`src/rtl/mem_pkg.sv`:
```
// rtl/mem_pkg.sv - shared size encodings, FSM state and alignment helper for mem_stage
package mem_pkg;

  localparam logic [1:0] SZ_B = 2'd0;
  localparam logic [1:0] SZ_H = 2'd1;
  localparam logic [1:0] SZ_W = 2'd2;

  typedef enum logic {IDLE, WAIT} state_t;

  function automatic logic misaligned(input logic [1:0] size, input logic [1:0] addr);
    return ((size == SZ_H) && addr[0]) || ((size == SZ_W) && (addr != 2'b00));
  endfunction

endpackage

```
`src/rtl/load_store_align.sv`:
```
// rtl/load_store_align.sv - combinational store lane steering and load lane extraction/extension
module load_store_align
  import mem_pkg::*;
(
  input  logic [1:0]  addr,
  input  logic [1:0]  size,
  input  logic        is_unsigned,
  input  logic [31:0] st_data,
  input  logic [31:0] rdata,
  output logic [3:0]  wstrb,
  output logic [31:0] wdata,
  output logic [31:0] ld_data
);

  logic [7:0]  ld_byte;
  logic [15:0] ld_half;

  always_comb begin
    wstrb = 4'hF;
    wdata = st_data;
    case (size)
      SZ_B: begin
        wstrb = 4'b0001 << addr;
        wdata = {4{st_data[7:0]}};
      end
      SZ_H: begin
        wstrb = addr[1] ? 4'b1100 : 4'b0011;
        wdata = {2{st_data[15:0]}};
      end
      default: ;
    endcase
  end

  always_comb begin
    ld_byte = rdata[{addr, 3'b000} +: 8];
    ld_half = addr[1] ? rdata[31:16] : rdata[15:0];
    case (size)
      SZ_B:    ld_data = is_unsigned ? {24'b0, ld_byte} : {{24{ld_byte[7]}}, ld_byte};
      SZ_H:    ld_data = is_unsigned ? {16'b0, ld_half} : {{16{ld_half[15]}}, ld_half};
      default: ld_data = rdata;
    endcase
  end

endmodule

```
`src/rtl/mem_stage.sv`:
```
// rtl/mem_stage.sv - pipeline memory-access stage with req/ack data port, stall, timeout and MEM/WB register
// Optional misaligned-access trap: MEM_MISALIGN_TRAP_EN
module mem_stage
  import mem_pkg::*;
#(
  parameter int TIMEOUT = 16
) (
  input  logic        clk,
  input  logic        reset,
  input  logic [4:0]  in_regWAddr,
  input  logic [31:0] in_regRData2,
  input  logic [31:0] in_result,
  input  logic [31:0] in_pc,
  input  logic        in_mem_read,
  input  logic        in_mem_write,
  input  logic [1:0]  in_mem_size,
  input  logic        in_mem_unsigned,
  input  logic        flush,
  output logic        dmem_req,
  output logic        dmem_we,
  output logic [31:0] dmem_addr,
  output logic [3:0]  dmem_wstrb,
  output logic [31:0] dmem_wdata,
  input  logic        dmem_ack,
  input  logic [31:0] dmem_rdata,
  output logic        mem_stall,
  output logic        bus_err,
`ifdef MEM_MISALIGN_TRAP_EN
  output logic        misalign_fault,
  output logic [31:0] fault_addr,
`endif
  output logic [4:0]  wb_regWAddr,
  output logic [31:0] wb_data,
  output logic [31:0] wb_pc
);

  localparam int CW = $clog2(TIMEOUT + 1);

  state_t        state;
  logic [CW-1:0] cnt;
  logic [CW-1:0] cnt_next;
  logic [31:0]   lat_addr, lat_data, lat_pc;
  logic [4:0]    lat_rd;
  logic [1:0]    lat_size;
  logic          lat_unsigned, lat_we;

  logic          in_wait, mem_op, misal, start, timeout_hit;
  logic [31:0]   cur_addr, cur_data, cur_pc, ld_data, al_wdata;
  logic [4:0]    cur_rd;
  logic [1:0]    cur_size;
  logic          cur_unsigned, cur_we;
  logic [3:0]    al_wstrb;

  assign in_wait = (state == WAIT);
  assign mem_op  = in_mem_read | in_mem_write;
`ifdef MEM_MISALIGN_TRAP_EN
  assign misal   = misaligned(in_mem_size, in_result[1:0]);
`else
  assign misal   = 1'b0;
`endif
  assign start   = !in_wait && mem_op && !flush && !misal;

  // In WAIT everything the bus and completion see comes from the latches, so upstream changes cannot leak in.
  assign cur_addr     = in_wait ? lat_addr     : in_result;
  assign cur_data     = in_wait ? lat_data     : in_regRData2;
  assign cur_pc       = in_wait ? lat_pc       : in_pc;
  assign cur_rd       = in_wait ? lat_rd       : in_regWAddr;
  assign cur_size     = in_wait ? lat_size     : in_mem_size;
  assign cur_unsigned = in_wait ? lat_unsigned : in_mem_unsigned;
  assign cur_we       = in_wait ? lat_we       : in_mem_write;

  load_store_align u_align (
    .addr        (cur_addr[1:0]),
    .size        (cur_size),
    .is_unsigned (cur_unsigned),
    .st_data     (cur_data),
    .rdata       (dmem_rdata),
    .wstrb       (al_wstrb),
    .wdata       (al_wdata),
    .ld_data     (ld_data)
  );

  assign dmem_req    = in_wait | start;
  assign dmem_we     = dmem_req & cur_we;
  assign dmem_addr   = {cur_addr[31:2], 2'b00};
  assign dmem_wstrb  = dmem_we ? al_wstrb : 4'h0;
  assign dmem_wdata  = al_wdata;
  assign mem_stall   = dmem_req & !dmem_ack;
  assign cnt_next    = cnt + CW'(1);
  assign timeout_hit = in_wait && !dmem_ack && (cnt_next == CW'(TIMEOUT));

  always_ff @(posedge clk or posedge reset) begin
    if (reset) begin
      state        <= IDLE;
      cnt          <= '0;
      lat_addr     <= '0;
      lat_data     <= '0;
      lat_pc       <= '0;
      lat_rd       <= '0;
      lat_size     <= '0;
      lat_unsigned <= 1'b0;
      lat_we       <= 1'b0;
      bus_err      <= 1'b0;
      wb_regWAddr  <= '0;
      wb_data      <= '0;
      wb_pc        <= '0;
`ifdef MEM_MISALIGN_TRAP_EN
      misalign_fault <= 1'b0;
      fault_addr     <= '0;
`endif
    end else begin
      bus_err <= 1'b0;
`ifdef MEM_MISALIGN_TRAP_EN
      misalign_fault <= 1'b0;
`endif
      if (!in_wait && (flush || (mem_op && !dmem_req))) begin
        wb_regWAddr <= '0;
        wb_data     <= '0;
        wb_pc       <= '0;
`ifdef MEM_MISALIGN_TRAP_EN
        if (!flush) begin
          misalign_fault <= 1'b1;
          fault_addr     <= in_result;
        end
`endif
      end else if (!in_wait && !mem_op) begin
        wb_regWAddr <= in_regWAddr;
        wb_data     <= in_result;
        wb_pc       <= in_pc;
      end else if (dmem_ack) begin
        wb_regWAddr <= cur_we ? 5'd0 : cur_rd;
        wb_data     <= cur_we ? cur_addr : ld_data;
        wb_pc       <= cur_pc;
        state       <= IDLE;
      end else begin
        // Stalled or abandoned: bubble so the held instruction writes back only once.
        wb_regWAddr <= '0;
        wb_data     <= '0;
        wb_pc       <= '0;
        if (!in_wait) begin
          lat_addr     <= in_result;
          lat_data     <= in_regRData2;
          lat_pc       <= in_pc;
          lat_rd       <= in_regWAddr;
          lat_size     <= in_mem_size;
          lat_unsigned <= in_mem_unsigned;
          lat_we       <= in_mem_write;
          cnt          <= '0;
          state        <= WAIT;
        end else if (timeout_hit) begin
          bus_err <= 1'b1;
          state   <= IDLE;
        end else begin
          cnt <= cnt_next;
        end
      end
    end
  end

endmodule

```
`config.mk`:
```
export PLATFORM = sky130hd
export DESIGN_NAME = mem_stage
export DESIGN_NICKNAME = d
export VERILOG_FILES = /design/src/rtl/mem_pkg.sv /design/src/rtl/load_store_align.sv /design/src/rtl/mem_stage.sv
export SDC_FILE = /design/constraint.sdc
export NUM_CORES = 1
export LEC_CHECK = 0
export BUFFER_PORTS_ARGS = -buffer_cell sky130_fd_sc_hd__buf_2
export CORE_MARGIN = 2
export CORE_UTILIZATION = 29
export DETAILED_ROUTE_END_ITERATION = 10
export SLEW_MARGIN = 20
export SYNTH_ARGS = -nofsm -noshare
export SYNTH_HDL_FRONTEND = slang
export SYNTH_HIERARCHICAL = 1
export SYNTH_SLANG_ARGS = --single-unit
```
`constraint.sdc`:
```
create_clock -name clk -period 7.14 [get_ports clk]
set_input_delay 0.714 -clock clk [delete_from_list [all_inputs] [get_ports clk]]
set_output_delay 0.714 -clock clk [all_outputs]
set_load 0.01 [all_outputs]
```
==> summary.txt <==
final hold slack: 0.423 ns
final hold violations: 0
DR vias/cell: 5.06
Finished Cell Area: 0.0125 mm2
Layout area overhead: 19.4%
Arr. time, crit path: 3.77 ns
Clock Latency Late Sink: 0.46 ns
status: complete, no violations
Warnings, synthesis: 6
Via Count: 8275
Initial DRT Pass Iterations: 5
worst vdd ir: 0.179 mV
Clock Pin Slew Worst Setup and Hold Paths: 0.08 ns
Die ar.: 0.0375 mm2
1st-iter DRT viols: 498
Global Route Usage Sum: 16.8%
die height: 194 um
RePlAce Congestion: 0.832
final setup fails: 0
Port Buffers: 280
MaxCap Viol Count: 0
fin nets: 1298
count of boundary I/O pins: 283
min cycle time layout: 4.48 ns
Synth cell types: 52
CTS tree: built
fmax: 0.223 GHz
Worst Path Max Fanout: 60
Min-Delay Path Class: input port to asynchronous set/reset pin
FP Rows: 69
cts-stage hold buffer count: 0
Post-synth EDFFs: 0
Max transition margin: 28.9%
Fin Clk Skew: 0.0156 ns
final worst-path cycle share: 62.8%
syn avg cell area: 10.9 um2
Final Core Density: 35.1%
dpl hpwl: 22100 um
RSZ-0062 raised after global routing: false
max-slew violations: 0
largest net degree at the start of global routing: 117
Routed WL: 32100 um
number of global-route vias before repair: 8269
initial antenna violation count: 8
total core area: 0.0355 mm2
Setup TNS: 0 ns
Top FF cell, synth: dfrtp_1
clk sinks: 181
number of post-CTS setup repair buffers: 0
clock root buffer: clkbuf_16
Initial Utilization: 29.4%
share of cells above drive strength 1: 45.0%
Mapped Area: 0.0104 mm2
DRC: 0
post-CTS sizing: 0
TritonCTS Buffers: 17
total grt overflow: 0
sequential area share after synthesis: 43.4%
synthesized flop and latch total: 181
CP Capture Type: primary output
dpl cell area: 0.0119 mm2
Slew @ Worst Pin: 1.07 ns
Detail Route Antenna Nets: 0
CP Launch Type: flip-flop
H-tree Lvls: 4
kind of critical path: flip-flop to primary output
Power Dens Cells: 260 mW/mm2
Clock Tree Buf Depth: 2
first-pass GRT wire length: 49000 um
Cells after Synth: 958
Worst Path Required: 6.43 ns
Die Width: 194 um
mean routed wirelength per cell: 19.6 um
async set or reset register ratio after synthesis: 100%
Leakage: 5.82 nW
area by class of cell:
cell class | instances | area, um2
repair buffers | 293 | 1500
clock inverters | 13 | 134
clock buffers | 19 | 443
multi-input cells | 650 | 5200
well taps | 461 | 577
flip-flops and latches | 181 | 4530
fillers | 3535 | 23000
inverters | 11 | 50.0
diodes | 7 | 17.5
worst paths after layout:
path,cells after the start,startpoint,to,slack (ns)
worst max register to register,10,in_wait$_DFFE_PP0P_,wb_data[29]$_DFF_PP0_,3.30
worst min register to register,1,lat_data[26]$_DFFE_PP0P_,lat_data[26]$_DFFE_PP0P_,0.49
worst min-delay path,2,reset,lat_data[16]$_DFFE_PP0P_,0.42
min in group clk,1,lat_data[26]$_DFFE_PP0P_,lat_data[26]$_DFFE_PP0P_,0.49
worst max-delay path,7,in_wait$_DFFE_PP0P_,dmem_wdata[8],2.66
max in group asynchronous,3,reset,lat_we$_DFFE_PP0P_,5.23
synth_stat cells, types with 3 or more instances:
master	number	share of area (%)
nand3_1	4	0.19
buf_6	6	0.65
nor2_1	48	1.7
nor2b_1	25	1.5
o22ai_1	16	0.96
o21ai_1	4	0.19
clkbuf_1	31	1.1
o21bai_1	4	0.29
a21oi_1	3	0.14
buf_2	34	1.6
mux2i_1	81	7.8
mux2_4	8	1.2
o21ai_0	38	1.8
o221ai_1	8	0.67
a32oi_1	31	2.6
buf_4	44	3.2
nand2_1	113	4.1
dfrtp_1	181	43
inv_1	8	0.29
mux2_1	10	1.1
a221o_1	7	0.67
a22oi_1	45	3.2
mux2_2	174	19
per-stage QoR:
stage	setup WS [ns]	total power (W)	cells
floorplan	1.51	0.00203	959
detailed placement	3.08	0.00231	1596
global route	2.41	0.00342	1631
global placement	3.16	0.00229	1596
finish	2.66	0.00324	1635
CTS	2.54	0.00328	1628
flip-flops by register name, summed over array words and instances, names as in the netlist, 5 cells and up:
signal and count:
lat_addr 32, cnt 5, lat_data 32, lat_pc 32
wb_data 32, wb_pc 32, wb_regWAddr 5, lat_rd 5
report_power, final:
group / switching, W / leakage (nW) / internal [W] / total (W)
registers: 0.000104 / 2.24 / 0.00122 / 0.00132
clock network: 0.000480 / 0.276 / 0.000473 / 0.000953
logic: 0.000514 / 3.30 / 0.000456 / 0.000970
total: 0.00110 / 5.82 / 0.00214 / 0.00324
worst max-delay path: stages, from the launching register on:
cell	delay, ns
dfrtp_4	0.79
buf_4	0.58
mux2_2	0.26
buf_4	0.49
or2_1	0.18
buf_4	0.37
mux2_2	0.38
buf_2	0.14
cells in the final DEF (no fill, tap or decap), types with 3 or more instances in the layout:
cell type	instances
a21oi_1	3
a221o_1	7
clkinv_4	3
nand2_1	113
a22oi_1	45
dfrtp_1	179
nor2b_1	24
a32oi_1	31
inv_6	3
buf_2	280
mux2i_1	81
o21bai_1	4
o221ai_1	8
o21ai_1	4
nand3_1	3
inv_1	7
inv_8	4
o22ai_1	16
o21ai_0	38
nor2_1	46
mux2_1	10
diode_2	7
mux2_4	8
mux2_2	174
clkbuf_16	17
buf_4	13
per-layer routing:
| layer | share of wire, % | global-route usage [%] | up-vias | routed length [um] |
|---|---|---|---|---|
| li1 | - | - | 3828 | - |
| met2 | 46 | 26.3 | 250 | 14800 |
| met1 | 46 | 22.6 | 4164 | 14700 |
| met5 | 0.040 | 0 | - | 13 |
| met3 | 6.1 | 4.45 | 31 | 1960 |
| met4 | 1.8 | 5.60 | 2 | 587 |
cells by family after synthesis:
logic type | count (synthesis) | synth area share (%)
other | 1 | 0.0359
adders and majority gates | 2 | 0.240
xor gates and xnor gates | 2 | 0.168
buffers and inverters | 128 | 7.03
AOI/OAI and AO/OA | 168 | 11.9
and+or+nand+nor | 203 | 8.42
muxes | 273 | 28.8
DFF | 181 | 43.4
Power figures use the tool's default switching activity.
